`src/rtl/instr_fetch.sv`:
```
// -----------------------------------------------------------------------------
// instr_fetch
//
// Instruction fetch stage. Generates the fetch PC, issues word reads on the
// instruction bus, buffers returned words together with their PCs and hands
// them to decode over a valid/ready handshake. A redirect (branch, JAL, JALR,
// trap) flushes the buffer and causes every still-outstanding read to be
// dropped when its response comes back.
//
// Optional feature macro: INSTR_FETCH_MISALIGN_EXC_EN
//   defined   : a redirect to a PC with [1:0] != 0 issues no fetch; instead a
//               single {redirect_pc, NOP} entry flagged exc_instr_misalign is
//               queued and fetching halts until the next redirect.
//   undefined : redirect_pc[1:0] is forced to 0, exc_instr_misalign is tied 0.
//
// Ports
//   clk                 in   core clock
//   rst_b               in   asynchronous active-low reset
//   ibus_req            out  read request valid
//   ibus_addr[31:0]     out  word-aligned read address
//   ibus_ready          in   request accepted when ibus_req && ibus_ready
//   ibus_rvalid         in   read data valid, responses return in order
//   ibus_rdata[31:0]    in   instruction word
//   redirect_valid      in   flush and refetch
//   redirect_pc[31:0]   in   new fetch PC
//   if_valid            out  instruction available to decode
//   if_instr[31:0]      out  instruction to decoder (NOP when empty)
//   if_pc[31:0]         out  PC of if_instr (holds last value when empty)
//   id_ready            in   decode consumes when if_valid && id_ready
//   exc_instr_misalign  out  misaligned-target flag travelling with if_instr
// -----------------------------------------------------------------------------
module instr_fetch #(
  parameter logic [31:0] RESET_VECTOR = 32'h0000_0000,
  parameter int unsigned FIFO_DEPTH   = 2
) (
  input  logic        clk,
  input  logic        rst_b,
  output logic        ibus_req,
  output logic [31:0] ibus_addr,
  input  logic        ibus_ready,
  input  logic        ibus_rvalid,
  input  logic [31:0] ibus_rdata,
  input  logic        redirect_valid,
  input  logic [31:0] redirect_pc,
  output logic        if_valid,
  output logic [31:0] if_instr,
  output logic [31:0] if_pc,
  input  logic        id_ready,
  output logic        exc_instr_misalign
);

  localparam int PW = (FIFO_DEPTH > 1) ? $clog2(FIFO_DEPTH) : 1;
  localparam int CW = PW + 1;
  localparam logic [CW:0]  DEPTH_W = (CW + 1)'(FIFO_DEPTH);
  localparam logic [31:0]  NOP     = 32'h0000_0013;

  // State
  logic [31:0]   fetch_pc_reg;
  logic [CW-1:0] outstanding_reg;
  logic [CW-1:0] discard_reg;
  logic [CW-1:0] count_reg;
  logic [PW-1:0] rd_ptr_reg;
  logic [PW-1:0] wr_ptr_reg;
  logic [PW-1:0] tag_rd_ptr_reg;
  logic [PW-1:0] tag_wr_ptr_reg;
  logic [31:0]   last_pc_reg;

  // Instruction buffer and the parallel FIFO of issued addresses
  logic [31:0] buf_pc_mem    [FIFO_DEPTH];
  logic [31:0] buf_instr_mem [FIFO_DEPTH];
  logic [31:0] tag_mem       [FIFO_DEPTH];

  // Combinational
  logic        reserve_ok;
  logic        issue_hs;
  logic        fifo_empty;
  logic        pop;
  logic        push_rsp;
  logic        mis_redirect;
  logic        halted;
  logic [31:0] target_pc;
  logic        buf_we;
  logic [PW-1:0] buf_waddr;
  logic [31:0] buf_wpc;
  logic [31:0] buf_winstr;

`ifdef INSTR_FETCH_MISALIGN_EXC_EN
  logic buf_exc_mem [FIFO_DEPTH];
  logic halt_reg;
  logic buf_wexc;

  assign mis_redirect = redirect_valid && (redirect_pc[1:0] != 2'b00);
  assign target_pc    = redirect_pc;
  assign halted       = halt_reg;
`else
  assign mis_redirect = 1'b0;
  assign target_pc    = redirect_pc & 32'hFFFF_FFFC;
  assign halted       = 1'b0;
`endif

  // Reservation counts both reads in flight (including ones that will be
  // discarded) and buffered entries, so a response always has a free slot.
  // The entry popped this cycle is still counted.
  assign reserve_ok = ({1'b0, outstanding_reg} + {1'b0, count_reg}) < DEPTH_W;
  assign ibus_req   = rst_b && !redirect_valid && !halted && reserve_ok;
  assign ibus_addr  = fetch_pc_reg;
  assign issue_hs   = ibus_req && ibus_ready;

  assign fifo_empty = (count_reg == '0);
  assign if_valid   = !fifo_empty;
  assign if_instr   = fifo_empty ? NOP : buf_instr_mem[rd_ptr_reg];
  assign if_pc      = fifo_empty ? last_pc_reg : buf_pc_mem[rd_ptr_reg];

  // A redirect wins over both a pop and a response in the same cycle.
  assign pop      = if_valid && id_ready && !redirect_valid;
  assign push_rsp = ibus_rvalid && !redirect_valid && (discard_reg == '0);

  always_comb begin
    buf_we     = 1'b0;
    buf_waddr  = wr_ptr_reg;
    buf_wpc    = tag_mem[tag_rd_ptr_reg];
    buf_winstr = ibus_rdata;
`ifdef INSTR_FETCH_MISALIGN_EXC_EN
    buf_wexc   = 1'b0;
`endif
    if (mis_redirect) begin
      // Buffer is cleared this cycle, so the exception entry lands in slot 0.
      buf_we     = 1'b1;
      buf_waddr  = '0;
      buf_wpc    = redirect_pc;
      buf_winstr = NOP;
`ifdef INSTR_FETCH_MISALIGN_EXC_EN
      buf_wexc   = 1'b1;
`endif
    end else if (push_rsp) begin
      buf_we = 1'b1;
    end
  end

`ifdef INSTR_FETCH_MISALIGN_EXC_EN
  assign exc_instr_misalign = !fifo_empty && buf_exc_mem[rd_ptr_reg];
`else
  assign exc_instr_misalign = 1'b0;
`endif

  // Control state
  always_ff @(posedge clk or negedge rst_b) begin
    if (!rst_b) begin
      fetch_pc_reg    <= RESET_VECTOR;
      outstanding_reg <= '0;
      discard_reg     <= '0;
      count_reg       <= '0;
      rd_ptr_reg      <= '0;
      wr_ptr_reg      <= '0;
      tag_rd_ptr_reg  <= '0;
      tag_wr_ptr_reg  <= '0;
      last_pc_reg     <= '0;
`ifdef INSTR_FETCH_MISALIGN_EXC_EN
      halt_reg        <= 1'b0;
`endif
    end else begin
      outstanding_reg <= outstanding_reg + CW'(issue_hs) - CW'(ibus_rvalid);

      // Every response retires one issued address, discarded or not.
      if (issue_hs)    tag_wr_ptr_reg <= tag_wr_ptr_reg + PW'(1);
      if (ibus_rvalid) tag_rd_ptr_reg <= tag_rd_ptr_reg + PW'(1);

      // Remember the presented PC so if_pc can hold it once the buffer drains.
      if (!fifo_empty) last_pc_reg <= buf_pc_mem[rd_ptr_reg];

      if (redirect_valid) begin
        fetch_pc_reg <= target_pc;
        // Everything still in flight is stale; the response arriving now is
        // already being dropped. Prior discard is included in outstanding.
        discard_reg  <= outstanding_reg - CW'(ibus_rvalid);
        rd_ptr_reg   <= '0;
        wr_ptr_reg   <= PW'(mis_redirect);
        count_reg    <= CW'(mis_redirect);
`ifdef INSTR_FETCH_MISALIGN_EXC_EN
        halt_reg     <= mis_redirect;
`endif
      end else begin
        if (issue_hs) fetch_pc_reg <= fetch_pc_reg + 32'd4;
        if (ibus_rvalid && (discard_reg != '0)) discard_reg <= discard_reg - CW'(1);
        if (push_rsp) wr_ptr_reg <= wr_ptr_reg + PW'(1);
        if (pop)      rd_ptr_reg <= rd_ptr_reg + PW'(1);
        count_reg <= count_reg + CW'(push_rsp) - CW'(pop);
      end
    end
  end

  // Storage arrays carry no reset; validity is tracked by the pointers.
  always_ff @(posedge clk) begin
    if (issue_hs) tag_mem[tag_wr_ptr_reg] <= fetch_pc_reg;
  end

  always_ff @(posedge clk) begin
    if (buf_we) begin
      buf_pc_mem[buf_waddr]    <= buf_wpc;
      buf_instr_mem[buf_waddr] <= buf_winstr;
`ifdef INSTR_FETCH_MISALIGN_EXC_EN
      buf_exc_mem[buf_waddr]   <= buf_wexc;
`endif
    end
  end

endmodule

```
`config.mk`:
```
export PLATFORM = sky130hd
export DESIGN_NAME = instr_fetch
export DESIGN_NICKNAME = d
export VERILOG_FILES = /design/src/rtl/instr_fetch.sv
export SDC_FILE = /design/constraint.sdc
export NUM_CORES = 1
export LEC_CHECK = 0
export ABC_AREA = 1
export ABC_CLOCK_PERIOD_IN_PS = 4400
export CAP_MARGIN = 30
export CORE_AREA = 2 2 131 159
export CTS_CLUSTER_DIAMETER = 120
export DETAILED_ROUTE_END_ITERATION = 10
export DIE_AREA = 0 0 133 161
export MAX_ROUTING_LAYER = met4
export PLACE_DENSITY = 0.86
export REMOVE_ABC_BUFFERS = 1
export SLEW_MARGIN = 20
export SYNTH_ARGS = -nofsm -noshare
export SYNTH_HDL_FRONTEND = slang
export SYNTH_SLANG_ARGS = --single-unit
export TNS_END_PERCENT = 20
```
`constraint.sdc`:
```
create_clock -name clk -period 4.4 [get_ports clk]
set_input_delay 1.1 -clock clk [delete_from_list [all_inputs] [get_ports clk]]
set_output_delay 1.1 -clock clk [all_outputs]
set_load 0.005 [all_outputs]
```
# Word level (Yosys, flattened, before mapping)
# Memories as Yosys holds them, arrays and structs flattened.
# Index checks and enable logic that the tools add are counted.
[totals]
ram_bits = 192
output_inout_bits = 99
register_bits = 74
in_bits = 70
word_cells = 58
n_memories = 3
[memory_table]
columns = ["name", "depth", "word_bits", "rd", "rd_ports_with_merged_regs", "wr", "line", "source"]
rows = [
  ["buf_instr_mem", 2, 32, 1, 0, 1, "70", "logic [31:0] buf_instr_mem [FIFO_DEPTH];"],
  ["buf_pc_mem", 2, 32, 1, 0, 1, "69", "logic [31:0] buf_pc_mem [FIFO_DEPTH];"],
  ["tag_mem", 2, 32, 1, 0, 1, "71", "logic [31:0] tag_mem [FIFO_DEPTH];"],
]
[op_classes]
n_mux = 16
magnitude_cmp = 1
addsub = 12
reduce_logical = 17
[op_table]
columns = ["cell", "n"]
rows = [
  ["$mux 32", 4],
  ["$add 32x3->32 const B", 1],
  ["$reduce_bool 2->1", 5],
  ["$mux 1", 9],
  ["$logic_and 1x1->1", 8],
  ["$mux 2", 3],
  ["$sub 2x1->2", 3],
  ["$add 1x1->1 const B", 4],
  ["$add 2x1->2", 2],
  ["$logic_not 2->1", 2],
  ["$add 2x2->3", 1],
  ["$lt 3x2->1 const B", 1],
  ["$logic_not 1->1", 2],
  ["$sub 2x1->2 const B", 1],
]

# Longest topological paths before layout
# Gate-level depths: netlist of run 1.
[depth]
word_depth = 6
ltp_mapped = 10
mapped_depth_nobuf = 10

# Worst setup path before layout of run 1
# Ideal clock, no wire load.
[synth_path]
path_type = "input -> register"
startpoint = "input port redirect_valid"
endpoint = "memory buf_instr_mem[0][0], enable pin"
required_ns = 3.918
path_slack_ns = -0.144
t_arrival_ns = 4.062
cell_stages = 4
setup_time_ns = 0.482
path_buffers = 1
path_cell_list = "buf_2 -> inv_2 -> nand2_1 -> nor2_1"
[synth_between]
elab_chain_len = 6
[synth_rtl]
columns = ["item", "line", "source"]
rows = [
  ["from (decl)", "43", "input logic redirect_valid,"],
  ["$logic_not 1->1", "116", "assign push_rsp = ibus_rvalid && !redirect_valid && (discard_reg == '0);"],
  ["$logic_and 1x1->1 (2 in a row)", "116", ""],
  ["$mux 1", "135", "end else if (push_rsp) begin"],
  ["$mux 1", "198", "if (buf_we) begin"],
  ["$mux 1 (not written as such)", "200", "buf_instr_mem[buf_waddr] <= buf_winstr;"],
  ["to (decl)", "70", ""],
]
# No other way between the ends.

# Final worst setup path of run 1
[layout_path]
startpoint = "register count_reg[1]"
endpoint = "output port if_pc[11]"
[layout_between]
elab_chain_len = 2
[layout_rtl]
columns = ["item", "line", "source"]
rows = [
  ["from (decl)", "61", "logic [CW-1:0] count_reg;"],
  ["from (signal assigned)", "178", "count_reg <= CW'(mis_redirect);"],
  ["from (signal assigned)", "187", "count_reg <= count_reg + CW'(push_rsp) - CW'(pop);"],
  ["$logic_not 2->1", "109", "assign fifo_empty = (count_reg == '0);"],
  ["$mux 32", "112", "assign if_pc = fifo_empty ? last_pc_reg : buf_pc_mem[rd_ptr_reg];"],
  ["to (decl)", "47", "output logic [31:0] if_pc,"],
]
# No other way between the ends.

==> results of run 1 <==
[metal layers]
metal / global-route usage / vias up
met5: - / -
met4: 0.103 / 0
met3: 0.0330 / 65
met2: 0.397 / 277
met1: 0.247 / 3451
li1: - / 3424
[power groups by stage]
stage	combinational (mW)	clock, mW	sequential (mW)
3_5_place_dp	1.95	0	3.24
4_1_cts	1.97	2.12	3.20
2_1_floorplan	0.877	0	3.24
5_1_grt	2.13	2.23	3.24
3_3_place_gp	1.88	0	3.23
6_report	1.96	2.10	3.21
[cells by family after synthesis]
kind of cell | count (synthesis) | synth area share
muxes | 30 | 0.0320
other | 1 | 0.000355
xor gates and xnor gates | 10 | 0.00829
buffers and inverters | 96 | 0.0384
adders and majority gates | 8 | 0.0102
AOI/OAI and AO/OA | 124 | 0.0619
and+or+nand+nor | 382 | 0.155
DFF | 256 | 0.693
[final cells by class]
class                           count  area, um^2
Sequential cell                   256        7330
Timing Repair Buffer              174        1760
Tap cell                          265         332
Multi-Input combinational cell    557        2870
Clock inverter                     15         159
Fill cell                        1355        6570
Inverter                           60         225
Clock buffer                       30         654
[worst min path at each step]
stage / startpoint / slack (ns) / end / depth (start not counted)
global placement: last_pc_reg[0] / 0.47 / last_pc_reg[0] / 2
finish: last_pc_reg[0] / 0.50 / last_pc_reg[0] / 2
floorplan: buf_waddr / 0.46 / buf_waddr / 1
global route: last_pc_reg[0] / 0.52 / last_pc_reg[0] / 2
CTS: last_pc_reg[0] / 0.51 / last_pc_reg[0] / 2
detailed placement: last_pc_reg[0] / 0.50 / last_pc_reg[0] / 2
[Yosys cell counts (2+ instances only)]
master    instances
nand2_1         232
edfxtp_1        184
a21oi_1          92
dfrtp_1          72
nor2_1           67
nand3_1          56
inv_1            49
mux2_2           30
buf_2            15
o21ai_0          13
clkbuf_1         10
nor2_4            8
ha_1              7
inv_2             7
o21bai_1          7
o211ai_1          6
buf_1             5
buf_4             5
nor2_2            5
o21ai_1           5
xnor2_1           5
xor2_1            5
clkinv_1          4
nand2_2           4
nand2_4           3
nor3_1            2
[placed cells by master (no fill, tap or decap), drive strengths merged, types with 14 or more instances in the layout]
cell type	netlist	layout
nand2	239	239
edfxtp	184	184
clkdlybuf4s50	0	162
a21oi	92	92
nor2	80	80
dfrtp	72	72
inv	56	57
nand3	56	56
mux2	30	30
clkbuf	10	30
o21ai	18	18
clkinv	4	14
[critical path, stage by stage, from the launching register on]
cell	delay (ns)
dfrtp_1	0.45
nor2_4	0.12
buf_4	0.58
a21oi_1	0.13
a21oi_1	0.30
clkdlybuf4s50_1	0.59
[per-stage QoR]
stage	instance area, um^2	worst slack, ns
finish	13300	0.614
global route	13300	0.468
CTS	13300	0.614
detailed placement	12500	0.943
global placement	12500	0.975
floorplan	10400	-0.00200
==> impl_metrics.csv, run 1 <==
group,metric,value,unit
clock_network,cts_tree,"built",
synthesis,synthTopCellsByArea,"edfxtp_1, dfrtp_1, nand2_1, a21oi_1, mux2_2",
synthesis,async_flop_share,0.281,
place,numPortBuffers,163,
pwr,p_leak,5.07,nW
clock_network,postCtsSetupBuffers,0,
die,start_util,0.531,
synthesis,synth_seq_cells,256,
final_layout,insertedDiodeCount,0,
global_route,grt-ovfl-total,0,
die,die_y,161,um
final_layout,area_growth,26.1,%
synthesis,post-synth-top-area-fraction,0.523,
timing,rsz0062_at_grt,"no",
outcome,outcome,"finished clean",
timing,report.final.slew_viol_count,0,
worst_setup_path,rr_startpoint,"count_reg[0]",
detailed_routing,ant_nets,0,
pwr,power_density,545,nW/um^2
die,fp.dieW,133,um
global_route,grt_max_degree,63,
pwr,vdd.ir_drop.worst,333,uV
final_layout,finalNonFillerCells,1357,
final_layout,layout.nets,1152,
clock_network,cts_buffers,25,
detailed_routing,routed.top_layer,"met4",
detailed_routing,num_vias,7217,
worst_setup_path,worstPathRequired,3.30,ns
detailed_routing,initialDrtViolationCount,447,
timing,fmax,264,MHz
worst_setup_path,worst-path-max-fanout,59,
worst_setup_path,startpoint,"count_reg[1]",
synthesis,synth_area_leader_cell,"edfxtp_1",
global_route,grt_use_total,0.223,
global_route,grt_pass1_vias,7592,
timing,skew,0.0155,ns
synthesis,synth-seq-area-share,0.693,
die,ios,169,
clock_network,path_clk_slew,0.06,ns
worst_setup_path,cp-end-kind,"primary output",
clock_network,cts-root-buf,"clkbuf_16",
detailed_routing,wirelength,23000,um
worst_setup_path,critical_path_class,"flop to primary output",
synthesis,synth-edff-count,184,
place,globalplace.congestion,0.944,
detailed_routing,met1Wirelength,8920,um
pwr,switching_power,2.08,mW
final_layout,largestRegisters,"buf_instr_mem x64, buf_pc_mem x60, tag_mem x60",
die,rows,57,
flow_run,cap_violations,0,
clock_network,insertion_delay,0.51,ns
timing,worst_slew_pin_slew,0.753,ns
pwr,combPwrFrac,0.269,
synthesis,syn-cell-area,10600,um^2
timing,finalSetupViolCount,0,
synthesis,yosys_most_used_dff,"edfxtp_1",
worst_setup_path,r2r_setup_slack,2.10,ns
timing,finalCriticalPeriod,3.79,ns
worst_setup_path,crit_path_start_kind,"flop",
clock_network,post_cts_resized,0,
pwr,p_seq_frac,0.442,
clock_network,clockBufferDepth,3,
timing,hold_viol_final,0,
global_route,antenna_found_initial,0,
clock_network,ctsHtreeMaxLevel,1,
timing,maxSlewHeadroom,0.497,
die,core-area,19900,um^2
worst_setup_path,cp.arrival,2.69,ns
place,place_inst,1312,
worst_setup_path,reg2reg_to,"tag_mem[0][12]",
detailed_routing,wl_met2,12000,um
synthesis,syn_area_per_cell,11.6,um^2
final_layout,drive_above_1_share,0.105,
detailed_routing,viasPerCell,5.32,
detailed_routing,met3_length,1320,um
pwr,power.internal,5.18,mW
timing,tns,0,ns
timing,hold_ws,0.500,ns
detailed_routing,drc,0,
place,dpl.hpwl,14400,um
clock_network,cts_sinks,256,
global_route,grt_pass1_wl,37000,um
synthesis,synth.distinct_cells,35,
final_layout,top_register,"buf_instr_mem",
pwr,total_power,7.26,mW
final_layout,largest_reg_flops,64,
synthesis,syn_inst,907,
pwr,switching_share,0.286,
worst_setup_path,worstSetupEndpoint,"if_pc[11]",
pwr,clockPowerShare,0.289,
timing,period_share,0.861,
synthesis,yosys_warnings,0,
detailed_routing,drt_first_pass_iters,5,
detailed_routing,wire_per_inst,17.0,um
worst_hold_path,hold_path_class,"flop to flop",
die,dieArea,21400,um^2
clock_network,cts_hold_buf,0,
worst_setup_path,ff2ff_path_depth,7,
final_layout,postLayoutCoreUtil,0.670,
No activity file was read; power rests on OpenSTA's default activity.
==> run 2, diff against run 1 <==
--- a/config.mk
+++ b/config.mk
@@ -15,7 +15,6 @@
 export MAX_ROUTING_LAYER = met4
 export PLACE_DENSITY = 0.86
 export REMOVE_ABC_BUFFERS = 1
-export SLEW_MARGIN = 20
 export SYNTH_ARGS = -nofsm -noshare
 export SYNTH_HDL_FRONTEND = slang
 export SYNTH_SLANG_ARGS = --single-unit
==> results of run 2 <==
Final layout, timing and power as in run 1 (identical DEF).
==> run 3, diff against run 2 <==
--- a/config.mk
+++ b/config.mk
@@ -5,13 +5,12 @@
 export SDC_FILE = /design/constraint.sdc
 export NUM_CORES = 1
 export LEC_CHECK = 0
-export ABC_AREA = 1
 export ABC_CLOCK_PERIOD_IN_PS = 4400
 export CAP_MARGIN = 30
-export CORE_AREA = 2 2 131 159
+export CORE_AREA = 2 2 130 157
 export CTS_CLUSTER_DIAMETER = 120
 export DETAILED_ROUTE_END_ITERATION = 10
-export DIE_AREA = 0 0 133 161
+export DIE_AREA = 0 0 132 159
 export MAX_ROUTING_LAYER = met4
 export PLACE_DENSITY = 0.86
 export REMOVE_ABC_BUFFERS = 1
==> run 3 against run 2 <==
  * Sequential cell count is the same
  * Register-to-register slack lost 0.75 ns
  * Worst hold slack lost 0.054 ns
  * Utilization grew 0.88 points
  * First-iteration DRC count grew 12%
  * Clock power grew 16%
  * Clock skew shrank 0.0018 ns
  * Critical endpoint is now ibus_req
  * Largest power group unchanged
==> impl_metrics.csv, run 3 <==
group,metric,value,unit
die,fp.dieW,132,um
global_route,grt_max_degree,93,
pwr,switching_share,0.258,
place,post-place-ws,0.681,ns
pwr,p_seq_frac,0.437,
timing,hold_viol_final,0,
worst_setup_path,cp.arrival,2.64,ns
timing,fmax,267,MHz
clock_network,path_clk_slew,0.07,ns
worst_setup_path,r2r_setup_slack,1.35,ns
detailed_routing,ant_nets,0,
pwr,power_density,554,nW/um^2
worst_setup_path,crit_path_start_kind,"flop",
synthesis,post-synth-top-area-fraction,0.542,
clock_network,clockBufferDepth,3,
synthesis,synth.distinct_cells,48,
worst_setup_path,cp_slowest_cell,"clkdlybuf4s50_1",
final_layout,largestRegisters,"buf_instr_mem x64, buf_pc_mem x60, tag_mem x60",
worst_setup_path,rr_startpoint,"count_reg[0]",
final_layout,insertedDiodeCount,0,
synthesis,yosys_warnings,0,
place,numPortBuffers,163,
clock_network,cts_tree,"built",
detailed_routing,num_vias,6317,
worst_setup_path,cp_num_buf_inv,1,
synthesis,syn_inst,693,
outcome,outcome,"finished clean",
timing,tns,0,ns
flow_run,cap_violations,0,
die,rows,56,
worst_setup_path,worstPathRequired,3.30,ns
pwr,clockPowerShare,0.333,
timing,finalCriticalPeriod,3.74,ns
pwr,combPwrFrac,0.230,
timing,setup_ws,0.657,ns
worst_setup_path,reg2reg_to,"ibus_addr[26]",
synthesis,syn-cell-area,10200,um^2
worst_setup_path,cp-end-kind,"primary output",
final_layout,final_common_cell,"edfxtp_1",
global_route,busiest_layer,"met2",
place,globalplace.congestion,0.811,
timing,worst_slew_pin_slew,0.894,ns
global_route,use_met3,0.0239,
pwr,power.internal,5.41,mW
timing,hold_ws,0.446,ns
detailed_routing,wirelength,21400,um
global_route,grt_pass1_vias,6492,
die,die_y,159,um
pwr,switching_power,1.88,mW
synthesis,async_flop_share,0.281,
timing,skew,0.0137,ns
final_layout,drive_above_1_share,0.109,
detailed_routing,drt_first_pass_iters,7,
final_layout,largest_reg_flops,64,
die,start_util,0.526,
place,dpl.hpwl,13600,um
global_route,antenna_found_initial,0,
final_layout,layout.nets,942,
pwr,p_leak,4.59,nW
timing,report.final.slew_viol_count,0,
synthesis,synth_seq_cells,256,
global_route,met2_usage,0.370,
detailed_routing,viasPerCell,5.52,
clock_network,cts-root-buf,"clkbuf_16",
die,ios,169,
timing,period_share,0.851,
synthesis,synth-seq-area-share,0.718,
pwr,vdd.ir_drop.worst,397,uV
clock_network,insertion_delay,0.51,ns
synthesis,synthTopCellsByArea,"edfxtp_1, dfrtp_1, mux2i_1, mux2_2, nand2_1",
detailed_routing,wire_per_inst,18.7,um
clock_network,post_cts_resized,0,
die,core-area,19400,um^2
die,dieArea,21000,um^2
global_route,grt-ovfl-total,0,
clock_network,cts_hold_buf,0,
worst_setup_path,worst-path-max-fanout,4,
synthesis,yosys_most_used_dff,"edfxtp_1",
global_route,grt_use_total,0.210,
worst_setup_path,cpPeakStageDelay,0.59,ns
timing,maxSlewHeadroom,0.404,
clock_network,cts_sinks,256,
global_route,use_met1,0.248,
worst_setup_path,cp_top_family,"simple AND/OR/NAND/NOR gates",
final_layout,layout_common_cells,"edfxtp_1, clkdlybuf4s50_1, dfrtp_1",
clock_network,ctsHtreeMaxLevel,1,
synthesis,synth.top_cells.by_count,"edfxtp_1, dfrtp_1, mux2i_1, nand2_1, nor2_1",
synthesis,yosysMostFrequentCell,"edfxtp_1",
final_layout,area_growth,29.1,%
timing,rsz0062_at_grt,"no",
synthesis,synth-edff-count,184,
worst_setup_path,critical_path_depth,4,
worst_setup_path,crit_chain,"and2_1 -> fa_1 -> nor4b_2 -> clkdlybuf4s50_1",
worst_setup_path,ff2ff_path_depth,6,
timing,finalSetupViolCount,0,
place,place_inst,1098,
clock_network,postCtsSetupBuffers,0,
pwr,total_power,7.29,mW
worst_setup_path,critical_path_class,"flop to primary output",
detailed_routing,drc,0,
worst_hold_path,hold_path_class,"input port to async pin",
global_route,grt_pass1_wl,34100,um
detailed_routing,initialDrtViolationCount,502,
synthesis,syn_area_per_cell,14.7,um^2
synthesis,synth_area_leader_cell,"edfxtp_1",
final_layout,finalNonFillerCells,1144,
final_layout,top_register,"buf_instr_mem",
worst_setup_path,worstSetupEndpoint,"ibus_req",
clock_network,cts_buffers,25,
worst_setup_path,startpoint,"count_reg[0]",
[run 3: power groups by stage]
| stage | clock network [mW] | logic (mW) | registers [mW] |
|---|---|---|---|
| after CTS | 2.46 | 1.70 | 3.19 |
| after global routing | 2.56 | 1.81 | 3.22 |
| after floorplan | 0 | 0.755 | 3.20 |
| after global placement | 0 | 1.61 | 3.21 |
| final | 2.43 | 1.68 | 3.18 |
| after detailed placement | 0 | 1.66 | 3.23 |
[run 3: kinds of logic (layout without fill, tap and decap cells)]
| family | after synthesis | in the layout | share of synthesized area |
|---|---|---|---|
| DFF | 256 | 256 | 0.718 |
| and+or+nand+nor | 188 | 188 | 0.0917 |
| muxes | 94 | 94 | 0.0960 |
| AOI/OAI and AO/OA | 79 | 79 | 0.0480 |
| buffers and inverters | 48 | 236 | 0.0189 |
| xor gates and xnor gates | 19 | 19 | 0.0163 |
| adders and majority gates | 8 | 8 | 0.0105 |
| other | 1 | 3 | 0.000368 |
[run 3: how the worst min path moves through the flow]
stage / from / end / slack, ns
CTS: rst_b / count_reg[1] / 0.44
global route: rst_b / count_reg[1] / 0.44
floorplan: tag_wr_ptr_reg / tag_wr_ptr_reg / 0.46
detailed placement: last_pc_reg[0] / last_pc_reg[0] / 0.47
finish: rst_b / last_pc_reg[5] / 0.45
global placement: last_pc_reg[0] / last_pc_reg[0] / 0.47
[run 3: area by class of cell]
class / count / area [um^2]
fillers: 1287 / 6240
flip-flops and latches: 256 / 7330
multi-input cells: 391 / 2720
clock buffers: 29 / 661
well taps: 261 / 327
repair buffers: 176 / 1780
inverters: 14 / 52.6
clock inverters: 17 / 304
[run 3: metrics by stage]
step / area, um^2 / utilization
after floorplan: 10100 / -
after global placement: 12200 / 0.629
after detailed placement: 12200 / 0.629
after CTS: 13200 / 0.678
after global routing: 13200 / 0.678
final: 13200 / 0.678
[run 3: layer usage]
layer / vias up / wire, um
met5: - / 0
met3: 55 / 1060
met2: 235 / 11500
met1: 3094 / 8170
li1: 2933 / -
met4: 0 / 661
